===== config.mk =====
export PLATFORM = sky130hd
export DESIGN_NAME = ps2_kbd_tx_apb
export DESIGN_NICKNAME = d
export VERILOG_FILES = /design/src/rtl/ps2_pkg.sv /design/src/rtl/ps2_tx_fifo.sv /design/src/rtl/ps2_kbd_tx_apb.sv
export SDC_FILE = /design/constraint.sdc
export NUM_CORES = 1
export LEC_CHECK = 0
export BUFFER_PORTS_ARGS = -buffer_cell sky130_fd_sc_hd__buf_2
export CAP_MARGIN = 5
export CORE_ASPECT_RATIO = 0.8
export CORE_MARGIN = 10
export CORE_UTILIZATION = 54
export DETAILED_ROUTE_END_ITERATION = 8
export PLACE_DENSITY = 0.88
export SETUP_SLACK_MARGIN = 0.3
export SYNTH_ARGS = -nofsm -noshare
export SYNTH_HDL_FRONTEND = slang
export SYNTH_SLANG_ARGS = --single-unit

===== constraint.sdc =====
create_clock -name clock -period 3.3 [get_ports clock]
set_input_delay 0 -clock clock [delete_from_list [all_inputs] [get_ports clock]]
set_output_delay 0 -clock clock [all_outputs]
set_load 0.05 [all_outputs]

===== src/rtl/ps2_pkg.sv =====
// Shared types and constants for the PS/2 device-side transmitter.
// PS2_TX_PARITY_ERR_EN widens FIFO entries to carry a parity-invert flag.
package ps2_pkg;

  typedef enum logic [1:0] {IDLE, HIGH, LOW, GAP} tx_state_e;

  localparam int FRAME_BITS = 11;
  localparam int STOP_IDX   = 10;

  localparam logic [31:0] DATA_OFS   = 32'h0;
  localparam logic [31:0] STATUS_OFS = 32'h4;
  localparam int          ADDR_SEL_BIT = 2;

  localparam int ST_COUNT_W = 5;
  localparam int ST_BUSY    = 5;
  localparam int ST_FULL    = 6;
  localparam int ST_EMPTY   = 7;

`ifdef PS2_TX_PARITY_ERR_EN
  localparam int ENTRY_W = 9;
`else
  localparam int ENTRY_W = 8;
`endif

  // Frame bit i is the i-th bit on the wire: start, data LSB first, parity, stop.
  function automatic logic [FRAME_BITS-1:0] build_frame(input logic [7:0] data, input logic inv_par);
    return {1'b1, (~^data) ^ inv_par, data, 1'b0};
  endfunction

endpackage


===== src/rtl/ps2_tx_fifo.sv =====
// Synchronous FIFO with combinational read of the head entry; pushes when
// full and pops when empty are ignored.
module ps2_tx_fifo #(
  parameter int WIDTH = 8,
  parameter int DEPTH = 8
) (
  input  logic                     clock,
  input  logic                     reset,
  input  logic                     push,
  input  logic [WIDTH-1:0]         wdata,
  input  logic                     pop,
  output logic [WIDTH-1:0]         rdata,
  output logic                     full,
  output logic                     empty,
  output logic [$clog2(DEPTH):0]   count
);

  localparam int AW = $clog2(DEPTH);

  logic [WIDTH-1:0] r_mem [DEPTH];
  logic [AW-1:0]    r_wr_ptr;
  logic [AW-1:0]    r_rd_ptr;
  logic [AW:0]      r_count;
  logic             w_push_ok;
  logic             w_pop_ok;

  assign full      = (r_count == (AW+1)'(DEPTH));
  assign empty     = (r_count == '0);
  assign count     = r_count;
  assign rdata     = r_mem[r_rd_ptr];
  assign w_push_ok = push & ~full;
  assign w_pop_ok  = pop & ~empty;

  // NOTE: state lives in always_ff with non-blocking assignments so every
  // register samples its inputs from before the edge.
  always_ff @(posedge clock) begin
    if (reset) begin
      r_wr_ptr <= '0;
      r_rd_ptr <= '0;
      r_count  <= '0;
    end else begin
      if (w_push_ok) r_wr_ptr <= r_wr_ptr + 1'b1;
      if (w_pop_ok)  r_rd_ptr <= r_rd_ptr + 1'b1;
      case ({w_push_ok, w_pop_ok})
        2'b10:   r_count <= r_count + 1'b1;
        2'b01:   r_count <= r_count - 1'b1;
        default: r_count <= r_count;
      endcase
    end
  end

  // NOTE: storage is deliberately not reset; the pointers and count define
  // which entries are valid, and an unreset array maps onto plain RAM.
  always_ff @(posedge clock) begin
    if (w_push_ok) r_mem[r_wr_ptr] <= wdata;
  end

endmodule


===== src/rtl/ps2_kbd_tx_apb.sv =====
// APB-programmed PS/2 keyboard emulator: FIFO of scancodes serialised as
// 11-bit frames. Define PS2_TX_PARITY_ERR_EN to allow parity-error injection.
module ps2_kbd_tx_apb
  import ps2_pkg::*;
#(
  parameter int CLK_DIV    = 50,
  parameter int FIFO_DEPTH = 8,
  parameter int GAP_CYCLES = 200
) (
  input  logic        clock,
  input  logic        reset,
  input  logic [31:0] in_paddr,
  input  logic        in_psel,
  input  logic        in_penable,
  input  logic [2:0]  in_pprot,
  input  logic        in_pwrite,
  input  logic [31:0] in_pwdata,
  input  logic [3:0]  in_pstrb,
  output logic        in_pready,
  output logic [31:0] in_prdata,
  output logic        in_pslverr,
  output logic        ps2_clk,
  output logic        ps2_data
);

  localparam int CNT_MAX = (CLK_DIV > GAP_CYCLES) ? CLK_DIV : GAP_CYCLES;
  localparam int CW      = $clog2(CNT_MAX + 1);
  localparam int FAW     = $clog2(FIFO_DEPTH);

  logic                  r_pready;
  logic                  r_pslverr;
  logic [31:0]           r_prdata;
  logic                  w_access;
  logic                  w_is_status;
  logic                  w_push;
  logic                  w_pop;
  logic [ENTRY_W-1:0]    w_head;
  logic                  w_full;
  logic                  w_empty;
  logic [FAW:0]          w_count;
  logic                  w_busy;
  logic [31:0]           w_status;
  logic                  w_unused;

  tx_state_e             r_state, w_state_nxt;
  logic [CW-1:0]         r_cnt, w_cnt_nxt;
  logic [3:0]            r_bit_idx, w_bit_nxt, w_bit_inc;
  logic [FRAME_BITS-1:0] r_frame, w_frame_nxt;
  logic                  r_load, w_load_nxt;
  logic                  r_ps2_clk, w_clk_nxt;
  logic                  r_ps2_data, w_data_nxt;
  logic                  w_inv_par;

  assign w_unused = ^{in_pprot, in_pstrb, in_paddr[31:3], in_paddr[1:0], in_pwdata[31:ENTRY_W]};

  ps2_tx_fifo #(.WIDTH(ENTRY_W), .DEPTH(FIFO_DEPTH)) u_fifo (
    .clock (clock),
    .reset (reset),
    .push  (w_push),
    .wdata (in_pwdata[ENTRY_W-1:0]),
    .pop   (w_pop),
    .rdata (w_head),
    .full  (w_full),
    .empty (w_empty),
    .count (w_count)
  );

  // APB: one wait state; full is judged on the count before this edge.
  assign w_access    = in_psel & in_penable & ~r_pready;
  assign w_is_status = in_paddr[ADDR_SEL_BIT];
  assign w_push      = w_access & in_pwrite & ~w_is_status & ~w_full;
  assign w_busy      = (r_state != IDLE) | r_load;

  always_comb begin
    w_status                   = '0;
    w_status[ST_COUNT_W-1:0]   = ST_COUNT_W'(w_count);
    w_status[ST_BUSY]          = w_busy;
    w_status[ST_FULL]          = w_full;
    w_status[ST_EMPTY]         = w_empty;
  end

  always_ff @(posedge clock) begin
    if (reset) begin
      r_pready  <= 1'b0;
      r_pslverr <= 1'b0;
      r_prdata  <= '0;
    end else begin
      r_pready  <= w_access;
      r_pslverr <= w_access & in_pwrite & (w_is_status | w_full);
      r_prdata  <= (w_access & ~in_pwrite & w_is_status) ? w_status : '0;
    end
  end

`ifdef PS2_TX_PARITY_ERR_EN
  assign w_inv_par = w_head[8];
`else
  assign w_inv_par = 1'b0;
`endif

  assign w_bit_inc = r_bit_idx + 4'd1;

  // NOTE: every variable driven here gets a default first, so no path can
  // leave one unassigned and infer a latch.
  always_comb begin
    w_state_nxt = r_state;
    w_cnt_nxt   = r_cnt + 1'b1;
    w_bit_nxt   = r_bit_idx;
    w_frame_nxt = r_frame;
    w_load_nxt  = 1'b0;
    w_clk_nxt   = r_ps2_clk;
    w_data_nxt  = r_ps2_data;
    w_pop       = 1'b0;
    unique case (r_state)
      IDLE: begin
        w_cnt_nxt = '0;
        if (r_load) begin
          w_bit_nxt   = '0;
          w_data_nxt  = r_frame[0];
          w_clk_nxt   = 1'b1;
          w_state_nxt = HIGH;
        end else if (!w_empty) begin
          w_pop       = 1'b1;
          w_load_nxt  = 1'b1;
          w_frame_nxt = build_frame(w_head[7:0], w_inv_par);
        end
      end
      HIGH: begin
        if (r_cnt == CW'(CLK_DIV - 1)) begin
          w_cnt_nxt   = '0;
          w_clk_nxt   = 1'b0;
          w_state_nxt = LOW;
        end
      end
      LOW: begin
        if (r_cnt == CW'(CLK_DIV - 1)) begin
          w_cnt_nxt = '0;
          w_clk_nxt = 1'b1;
          if (r_bit_idx == 4'(STOP_IDX)) begin
            w_data_nxt  = 1'b1;
            w_state_nxt = GAP;
          end else begin
            w_bit_nxt   = w_bit_inc;
            w_data_nxt  = r_frame[w_bit_inc];
            w_state_nxt = HIGH;
          end
        end
      end
      GAP: begin
        if (r_cnt == CW'(GAP_CYCLES - 1)) begin
          w_cnt_nxt   = '0;
          w_state_nxt = IDLE;
        end
      end
      default: w_state_nxt = IDLE;
    endcase
  end

  always_ff @(posedge clock) begin
    if (reset) begin
      r_state    <= IDLE;
      r_cnt      <= '0;
      r_bit_idx  <= '0;
      r_frame    <= '1;
      r_load     <= 1'b0;
      r_ps2_clk  <= 1'b1;
      r_ps2_data <= 1'b1;
    end else begin
      r_state    <= w_state_nxt;
      r_cnt      <= w_cnt_nxt;
      r_bit_idx  <= w_bit_nxt;
      r_frame    <= w_frame_nxt;
      r_load     <= w_load_nxt;
      r_ps2_clk  <= w_clk_nxt;
      r_ps2_data <= w_data_nxt;
    end
  end

  assign in_pready  = r_pready;
  assign in_prdata  = r_prdata;
  assign in_pslverr = r_pslverr;
  assign ps2_clk    = r_ps2_clk;
  assign ps2_data   = r_ps2_data;

endmodule

==> results of run 1 <==
-- how the worst max path moves through the flow --
stage,startpoint,to,slack (ps)
final,in_penable,in_pslverr,660
after global routing,u_fifo.count[1],u_fifo.count[2],470
after CTS,u_fifo.count[1],u_fifo.count[2],730
after detailed placement,u_fifo.count[1],u_fifo.count[2],750
after global placement,u_fifo.count[1],u_fifo.count[2],810
after floorplan,u_fifo.count[1],u_fifo.count[2],830
-- cells in the mapped netlist (5+ instances only) --
cell type,n
o21ai_0,6
buf_4,26
inv_1,5
xnor2_1,8
edfxtp_1,64
a21oi_1,14
mux4_2,16
clkbuf_1,7
nor2_1,40
xor2_1,12
dfxtp_1,49
a211o_1,9
and2_1,5
nor3_1,6
nand2_1,17
mux2i_1,5
nand3_1,5
ha_1,14
-- cells by family (layout without fill, tap and decap cells) --
| logic type | after synthesis | in the layout | share of synthesized area |
|---|---|---|---|
| DFF | 113 | 113 | 0.5891 |
| xor gates and xnor gates | 21 | 21 | 0.03885 |
| and+or+nand+nor | 100 | 100 | 0.1001 |
| buffers and inverters | 47 | 94 | 0.06145 |
| other | 1 | 25 | 0.0007611 |
| muxes | 29 | 29 | 0.1178 |
| adders and majority gates | 14 | 14 | 0.03555 |
| AOI/OAI and AO/OA | 43 | 43 | 0.05638 |
-- flip-flops by register name (all words and copies together) (netlist names), named ones only --
name             cells
in_prdata            7
r_frame             10
ps2_data             1
r_load               1
in_pready            1
in_pslverr           1
r_cnt                8
ps2_clk              1
u_fifo.r_rd_ptr      3
r_state              2
u_fifo.r_wr_ptr      3
u_fifo.count         4
r_bit_idx            4
u_fifo.r_mem        64
-- cells in the final DEF (no fill, tap or decap), drive strengths merged, types with 6 or more instances in the layout --
master and instances:
ha 14, nor2 40, o21ai 10, buf 41
nor3 6, mux4 18, nand2 17, conb 25
mux2i 11, inv 10, xnor2 9, a211o 9
clkbuf 17, a21oi 14, edfxtp 64, xor2 12
dfxtp 49, dlygate4sd3 14
-- layout make-up --
cell class	count	area [µm²]	area share
Sequential cell	113	2903	0.4896
Timing Repair Buffer	55	387.9	0.06541
Clock buffer	17	425.4	0.07175
Clock inverter	15	231.5	0.03904
Inverter	7	26.28	0.004431
Multi-Input combinational cell	232	1812	0.3055
Tap cell	115	143.9	0.02427
-- layer usage --
metal,GRT usage,part of all wire,wire length (µm),vias to the layer above
met5,0,0,0,-
li1,-,-,-,1408
met1,0.1690,0.39,3819,1468
met2,0.2474,0.51,4930,126
met4,0.06899,0.021,201,0
met3,0.05959,0.078,757,16
-- critical path, cell delays in order --
cell           delay, ps
dlygate4sd3_1        560
buf_2                120
nand2_1               70
dlygate4sd3_1        570
nor3_1               360
nand2_1              100
dlygate4sd3_1        570
nor2_1                90
dlygate4sd3_1        540
-- where the power goes --
group	internal, mW	switching, mW	total [mW]
registers	1.59	0.0982	1.69
clock network	1.35	0.650	2.00
logic	0.514	0.643	1.16
-- timing repair --
item                                   4_1_cts  5_1_grt
buffers inserted                             0        0
endpoints found under the hold margin       68        0
hold buffers                                14        0
==> run_results.csv, run 1 <==
group,metric,value,unit
synth,seq_area_frac_synth,0.5891,
critical_path,path_max_fanout,4,
cts,cts.sinks,113,
finish,num_antenna_cells,0,
finish,nNetsFinal,516,
critical_path,critPathKind,"input port to register",
critical_path,r2r_cells,11,
routing,dr_total_vias,3018,
routing,via_per_inst,5.448,
grt,grt_usage,0.1504,
floorplanning,core_area,8960,µm²
cts,clock-root-buffer,"clkbuf_16",
status,outcome,"finished clean",
placed_design,gp_congestion,0.8516,
power_and_ir_drop,p_leak,2.224,nW
synth,synth-seq-cells,113,
grt,grt_max_degree,33,
floorplanning,placementRows,31,
timing,fin_ws,661.4,ps
timing,finalSetupViolCount,0,
power_and_ir_drop,ir_drop,525.9,µV
floorplanning,ios,112,
critical_path,cp_data_arrival_time,2990,ps
timing,fin_tns_setup,0,ps
timing,hold_viol_final,0,
finish,utilization,0.6618,
placed_design,placed_area,5132,µm²
synth,yosysTopAreaCellShare,0.3900,
placed_design,io_buffers,24,
synth,avgSynthCellArea,13.39,µm²
floorplanning,dieArea,13370,µm²
finish,fin_cells,554,
floorplanning,initial_core_util,0.5499,
timing,rsz0062_at_grt,"false",
cts,cts_buffers,17,
placed_design,post-dp-hpwl,6.347,mm
synth,synthCells,368,
floorplanning,fp.dieH,105.4,µm
routing,antenna_left,0,
power_and_ir_drop,p_total,4.846,mW
grt,antenna_found_initial,0,
finish,drive_gt1_frac,0.2232,
timing,finalCritPeriodShare,0.7996,
routing,dr.first_iter.drc_count,143,
critical_path,cp.required,3650,ps
timing,fin_skew,6.299,ps
placed_design,dp_slack,753.0,ps
power_and_ir_drop,power_density,817.2,nW/µm²
cts,cts.path.max_buffers,2,
grt,overflow,0,
cts,cts_resized,0,
routing,remaining_drc_errors,0,
min_path,min_to,"u_fifo.count[0]",
critical_path,timing.rr.end,"u_fifo.count[2]",
synth,synthArstFlopShare,0,
synth,synth_edf_count,64,
min_path,hp-class,"input port to register",
min_path,hp-start,"reset",
placed_design,placed_cells,508,
synth,yosys_warnings,0,
critical_path,r2r_start,"u_fifo.count[1]",
synth,synth_area_leaders,"edfxtp_1, dfxtp_1, mux4_2",
routing,avgRoutedWirePerCell,17.53,µm
synth,synth_cell_type_count,47,
timing,fmax,379.0,MHz
synth,synth_top_cell_by_area,"edfxtp_1",
timing,fin_crit,2639,ps
routing,first_pass_iters,4,
run,maxCapViolations,0,
timing,slew_violations,0,
cts,cts-htree-levels,4,
critical_path,cp-start-kind,"input port",
cts,worstSkewPairLatency,400,ps
timing,slew_headroom,0.4513,
routing,finalWirelength,9.709,mm
grt,first_global_vias,3196,
min_path,worstHoldPathCells,2,
cts,clk_pin_slew,60,ps
finish,fill_cells,578,
cts,cts_tree,"yes",
finish,area_delta_synth_final,20.34,%
timing,worst_slew_pin_slew,822.0,ps
critical_path,r2r_slack,690,ps
finish,design_area,5929,µm²
timing,hold_ws,88.02,ps
floorplanning,die_x,126.8,µm
critical_path,crit_path_end_kind,"register",
synth,synth-main-ff-cell,"edfxtp_1",
synth,syn-cell-area,4927,µm²
grt,grt_pass1_wl,15.97,mm
Power figures use the tool's default switching activity.
==> run 2, diff against run 1 <==
- ABC_AREA: unset -> 1
- CORE_UTILIZATION: 54 -> 55
- clock period: 3.3 -> 2.7 ns (I/O delays scaled with it)
==> run 2 against run 1 <==
Clock skew rose by 8.5 ps. Critical endpoint is now u_fifo.count[3]. Sequential power up 24%. Non-clock buffer count down 6. Worst setup slack lost 240 ps. Synthesized cell count rose by 73%. Flip-flop and latch count unchanged. Area after synthesis increased by 9.2%. Hold slack worse by 50 ps.
==> run_results.csv, run 2 <==
group,metric,value,unit
finish,largest_register,"u_fifo.r_mem",
synth,synthCells,638,
finish,reg.largest.list,"u_fifo.r_mem (64), r_frame (10), r_cnt (8)",
timing,fin_tns_setup,0,ps
grt,first_global_vias,4326,
timing,finalCritPeriodShare,0.8449,
finish,largest_register_ffs,64,
cts,cts.sinks,113,
grt,grt_usage,0.1828,
synth,yosys-top-cells-count,"nand2_1, inv_1, edfxtp_1",
routing,dr.first_iter.drc_count,368,
synth,synth-seq-cells,113,
cts,cts_buffers,17,
synth,synth-main-ff-cell,"edfxtp_1",
routing,avgRoutedWirePerCell,15.68,µm
synth,avgSynthCellArea,8.437,µm²
min_path,hp-class,"input port to register",
finish,area_delta_synth_final,18.11,%
finish,num_antenna_cells,0,
finish,drive_gt1_frac,0.1257,
power_and_ir_drop,ir_drop,611.6,µV
power_and_ir_drop,p_leak,2.881,nW
critical_path,path_cells,"inv_2 -> ha_1 -> inv_1 -> nor2_4 -> inv_1 -> nor2_4 -> ha_4 -> xor2_4 -> nand3_2 -> a21oi_2 -> o21ai_0 -> o21ai_0 -> a21oi_1",
grt,grt_pass1_wl,20.27,mm
synth,synth_area_leaders,"edfxtp_1, dfxtp_1, nand2_1",
routing,remaining_drc_errors,0,
critical_path,critPathKind,"register to register",
cts,clk_pin_slew,50,ps
critical_path,path_max_fanout,4,
placed_design,io_buffers,24,
cts,worstSkewPairLatency,420,ps
routing,finalWirelength,12.85,mm
finish,nNetsFinal,777,
critical_path,cp.required,3000,ps
timing,hold_ws,37.69,ps
synth,synthArstFlopShare,0,
floorplanning,dieArea,14170,µm²
placed_design,gp_congestion,0.8405,
placed_design,post-dp-hpwl,7.772,mm
routing,via_per_inst,5.426,
synth,syn-cell-area,5383,µm²
run,maxCapViolations,0,
finish,layout_common_cells,"nand2_1, inv_1, edfxtp_1",
critical_path,cp_data_arrival_time,2580,ps
timing,slew_headroom,0.5967,
timing,worst_slew_pin_slew,604.1,ps
timing,finalSetupViolCount,0,
critical_path,crit_family,"compound AO/OA/AOI/OAI gates",
grt,overflow,0,
floorplanning,core_area,9609,µm²
synth,yosysMostFrequentCell,"nand2_1",
cts,cts_tree,"yes",
cts,clock-root-buffer,"clkbuf_16",
cts,cts.path.max_buffers,2,
critical_path,crit_path_end_kind,"register",
floorplanning,initial_core_util,0.5602,
grt,antenna_found_initial,0,
critical_path,cp-start-kind,"register",
timing,hold_viol_final,0,
grt,grt_max_degree,33,
routing,first_pass_iters,5,
critical_path,slowest_stage,"dfxtp_1",
synth,synth_top_cell_by_area,"edfxtp_1",
floorplanning,die_x,130.6,µm
floorplanning,fp.dieH,108.5,µm
timing,slew_violations,0,
synth,yosysTopAreaCellShare,0.3570,
routing,antenna_left,0,
timing,fin_crit,2281,ps
timing,fmax,438.4,MHz
synth,seq_area_frac_synth,0.5393,
power_and_ir_drop,power_density,1032,nW/µm²
synth,yosys_warnings,0,
routing,dr_total_vias,4444,
floorplanning,placementRows,32,
status,outcome,"finished clean",
synth,synth_edf_count,64,
timing,fin_skew,14.79,ps
finish,layout_commonest_cell,"nand2_1",
critical_path,cp_slowest_stage_delay,420,ps
critical_path,critPathBufInv,3,
synth,synth_cell_type_count,33,
cts,cts-htree-levels,4,
timing,rsz0062_at_grt,"false",
floorplanning,ios,112,
==> run 2: timing repair <==
| action | in CTS | in global routing |
|---|---|---|
| endpoints found under the hold margin | 67 | 0 |
| pin swaps | 0 | 0 |
| endpoints found under the setup margin | 1 | 2 |
| hold buffers | 13 | 0 |
| gates cloned | 0 | 0 |
| setup buffers | 0 | 0 |
| resized for setup | 4 | 13 |
==> run 2: report_power, final <==
part / internal (mW) / switching (mW)
clock: 1.44 / 0.787
combinational: 0.707 / 1.52
sequential: 1.98 / 0.128
total: 4.13 / 2.44
==> run 2: logic make-up (layout without fill, tap and decap cells) <==
logic type | count (synthesis) | in the layout | synth area share
AND/OR/NAND/NOR | 298 | 298 | 0.2299
buffers and inverters | 139 | 177 | 0.1190
flip-flops | 113 | 113 | 0.5393
AO/OA/AOI/OAI | 65 | 65 | 0.06555
adder cells (fa/ha/maj) | 14 | 14 | 0.03254
XOR/XNOR | 8 | 8 | 0.01302
other | 1 | 25 | 0.0006967
==> run 2: metrics by stage <==
stage / util / total power [mW] / instances / cell area [µm²] / setup slack [ps]
4_1_cts: 0.6552 / 6.352 / 819 / 6296 / 319.2
2_1_floorplan: - / 3.662 / 662 / 5473 / 499.4
5_1_grt: 0.6616 / 6.904 / 819 / 6357 / 301.0
3_3_place_gp: 0.5777 / 3.917 / 774 / 5552 / 490.6
6_report: 0.6616 / 6.564 / 819 / 6357 / 418.8
3_5_place_dp: 0.5777 / 4.038 / 774 / 5552 / 376.8
==> run 2: worst paths after layout <==
| check | start | endpoint | slack (ps) | depth (start not counted) |
|---|---|---|---|---|
| max | r_state[0] | u_fifo.count[3] | 420 | 13 |
| min reg2reg | r_cnt[0] | r_cnt[0] | 470 | 1 |
| max reg2reg | r_state[0] | u_fifo.count[3] | 420 | 13 |
| min | in_paddr[2] | u_fifo.r_wr_ptr[1] | 40 | 4 |
==> run 2: layout make-up <==
type                    instances  area [µm²]
clock buffers                  18       429.2
clock inverters                14       165.2
fillers                       664        3252
inverters                      96       360.3
multi-input cells             410        2006
flip-flops and latches        113        2904
well taps                     119       148.9
repair buffers                 49       344.1
==> run 2: worst reg2reg max path, delay by kind of cell (launching register included) <==
family          cells  cell delay (ps)
compound gates      4              540
xor+xnor            1              180
fa+ha+maj           2              400
buf+inv             3              370
flops               1              420
simple gates        3              260
==> run 2: layer usage <==
metal	wire, µm	track usage	share of wire	vias up
li1	-	-	-	2092
met1	4972	0.2091	0.39	2054
met2	6183	0.3070	0.48	258
met3	1303	0.05479	0.10	40
met4	386	0.08954	0.030	0
met5	0	0	0	-
==> run 3, diff against run 2 <==
- CORE_UTILIZATION: 55 -> 50
- PLACE_DENSITY: 0.88 -> 0.85
- clock period: 2.7 -> 2 ns (I/O delays scaled with it)
==> run 3 against run 2 <==
The run now ends with negative setup slack left. Clock skew is 1.6 ps lower. Utilization grew 5.1 points. Global-route usage increased by 0.14 points. Die area up 8.3%. Sequential share of layout area shrank 6.0 points. Maximum frequency grew 7.4%. Hold slack better by 360 ps. Highest routed layer unchanged. Wire length is 45% higher. Combinational power is 110% higher. First-iteration DRC count increased by 130%. Register-to-register slack got worse by 540 ps. Clock power is 48% higher.
==> run_results.csv, run 3 (same netlist as run 2, synthesis figures left out) <==
group,metric,value,unit
status,outcome,"finished, violations left",
status,violations,"negative setup slack",
critical_path,path_max_fanout,3,
timing,fin_skew,13.16,ps
cts,worstSkewPairLatency,420,ps
routing,first_pass_iters,7,
finish,largest_register,"u_fifo.r_mem",
cts,cts-htree-levels,4,
floorplanning,ios,112,
routing,dr.first_iter.drc_count,851,
critical_path,cp_data_arrival_time,2430,ps
critical_path,r2r_cells,13,
placed_design,gp_congestion,0.8477,
grt,grt_max_degree,22,
floorplanning,dieArea,15340,µm²
grt,grt_pass1_wl,22.63,mm
timing,hold_ws,396.6,ps
grt,overflow,0,
routing,dr_total_vias,5252,
grt,antenna_found_initial,0,
finish,reg.largest.list,"u_fifo.r_mem (64), r_frame (10), r_cnt (8)",
grt,first_global_vias,4496,
timing,finalSetupViolCount,1,
finish,fill_cells,588,
grt,grt_usage,0.1842,
critical_path,r2r_slack,-120,ps
power_and_ir_drop,ir_drop,993.2,µV
placed_design,io_buffers,24,
placed_design,placed_cells,800,
cts,clk_pin_slew,60,ps
finish,layout_common_cells,"nand2_1, inv_1, edfxtp_1",
timing,hold_viol_final,0,
timing,fin_crit,2124,ps
finish,layout_commonest_cell,"nand2_1",
routing,avgRoutedWirePerCell,21.29,µm
cts,cts_buffers,17,
power_and_ir_drop,p_leak,3.210,nW
routing,antenna_left,0,
floorplanning,initial_core_util,0.5194,
timing,fin_ws,-124.1,ps
floorplanning,fp.dieH,112.8,µm
cts,cts.sinks,113,
cts,clock-root-buffer,"clkbuf_16",
timing,rsz0062_at_grt,"true",
finish,area_delta_synth_final,37.17,%
power_and_ir_drop,power_density,1483,nW/µm²
cts,cts_tree,"yes",
min_path,hp-class,"input port to register",
routing,finalWirelength,18.65,mm
finish,utilization,0.7124,
floorplanning,die_x,136,µm
critical_path,timing.rr.end,"u_fifo.count[3]",
critical_path,crit_family,"compound AO/OA/AOI/OAI gates",
critical_path,r2r_start,"r_state[1]",
critical_path,cp.required,2310,ps
finish,largest_register_ffs,64,
min_path,hp-start,"in_pwdata[1]",
floorplanning,placementRows,33,
run,maxCapViolations,0,
timing,worst_slew_pin_slew,527.4,ps
placed_design,post-dp-hpwl,7.709,mm
critical_path,critPathBufInv,3,
routing,remaining_drc_errors,0,
timing,fin_tns_setup,-124.1,ps
finish,num_antenna_cells,0,
critical_path,crit_end,"u_fifo.count[3]",
critical_path,slowest_stage,"dfxtp_2",
finish,fin_cells,876,
finish,nNetsFinal,813,
critical_path,crit_path_start,"r_state[1]",
timing,slew_violations,0,
placed_design,dp_slack,48.19,ps
critical_path,cp-start-kind,"register",
cts,cts.path.max_buffers,2,
floorplanning,core_area,10360,µm²
routing,via_per_inst,5.995,
timing,finalCritPeriodShare,1.062,
finish,drive_gt1_frac,0.2989,
critical_path,path_cells,"inv_2 -> ha_4 -> inv_4 -> nor2_4 -> inv_2 -> nor2_4 -> ha_4 -> xor2_4 -> nand3_2 -> a21oi_1 -> o21ai_1 -> o21ai_1 -> a21oi_1",
critical_path,cp_slowest_stage_delay,340,ps
critical_path,cp.depth,13,
critical_path,crit_path_end_kind,"register",
critical_path,critPathKind,"register to register",
timing,slew_headroom,0.6480,
timing,fmax,470.8,MHz
==> run 3: cell type report <==
type                    count  area [µm²]  area share
well taps                 140       175.2     0.02372
repair buffers             84       804.5      0.1090
inverters                  96       395.4     0.05355
clock inverters            15       205.2     0.02779
repair inverters            1       8.758    0.001186
multi-input cells         410        2439      0.3303
flip-flops and latches    113        2930      0.3969
clock buffers              17       425.4     0.05762
==> run 3: worst min-delay path by stage <==
stage | to | slack (ps) | cells after the start
floorplan | in_pready | 80 | 1
global placement | u_fifo.r_mem[7][3] | 260 | 1
detailed placement | u_fifo.r_mem[3][3] | 270 | 1
CTS | in_prdata[1] | 10 | 3
global route | u_fifo.r_mem[2][1] | 410 | 2
finish | u_fifo.r_mem[3][1] | 400 | 2
==> run 3: per-layer routing <==
layer | up-vias | wire (µm) | track usage
met5 | - | 0 | 0
met4 | 0 | 1132 | 0.08009
met3 | 153 | 2218 | 0.04642
met2 | 509 | 9081 | 0.3250
met1 | 2423 | 6216 | 0.2058
li1 | 2167 | - | -
==> run 3: metrics by stage <==
stage / power [mW] / area (µm²)
after floorplan: 5.123 / 5600
after global placement: 5.521 / 5843
after detailed placement: 5.669 / 5843
after CTS: 9.346 / 6771
after global routing: 11.25 / 7383
final: 10.95 / 7383
==> run 3: timing repair <==
item	in CTS	in global routing
endpoints found under the hold margin	70	7
setup buffers	11	15
hold buffers	13	1
resized for setup	28	107
pin swaps	12	33
gates cloned	0	4
setup endpoints to repair	75	96
==> run 3: power breakdown <==
part	leakage, nW	total, mW	switching (mW)	internal (mW)
registers	0.983	2.93	0.237	2.69
clock network	0.303	3.29	1.19	2.10
logic	1.92	4.73	2.98	1.74
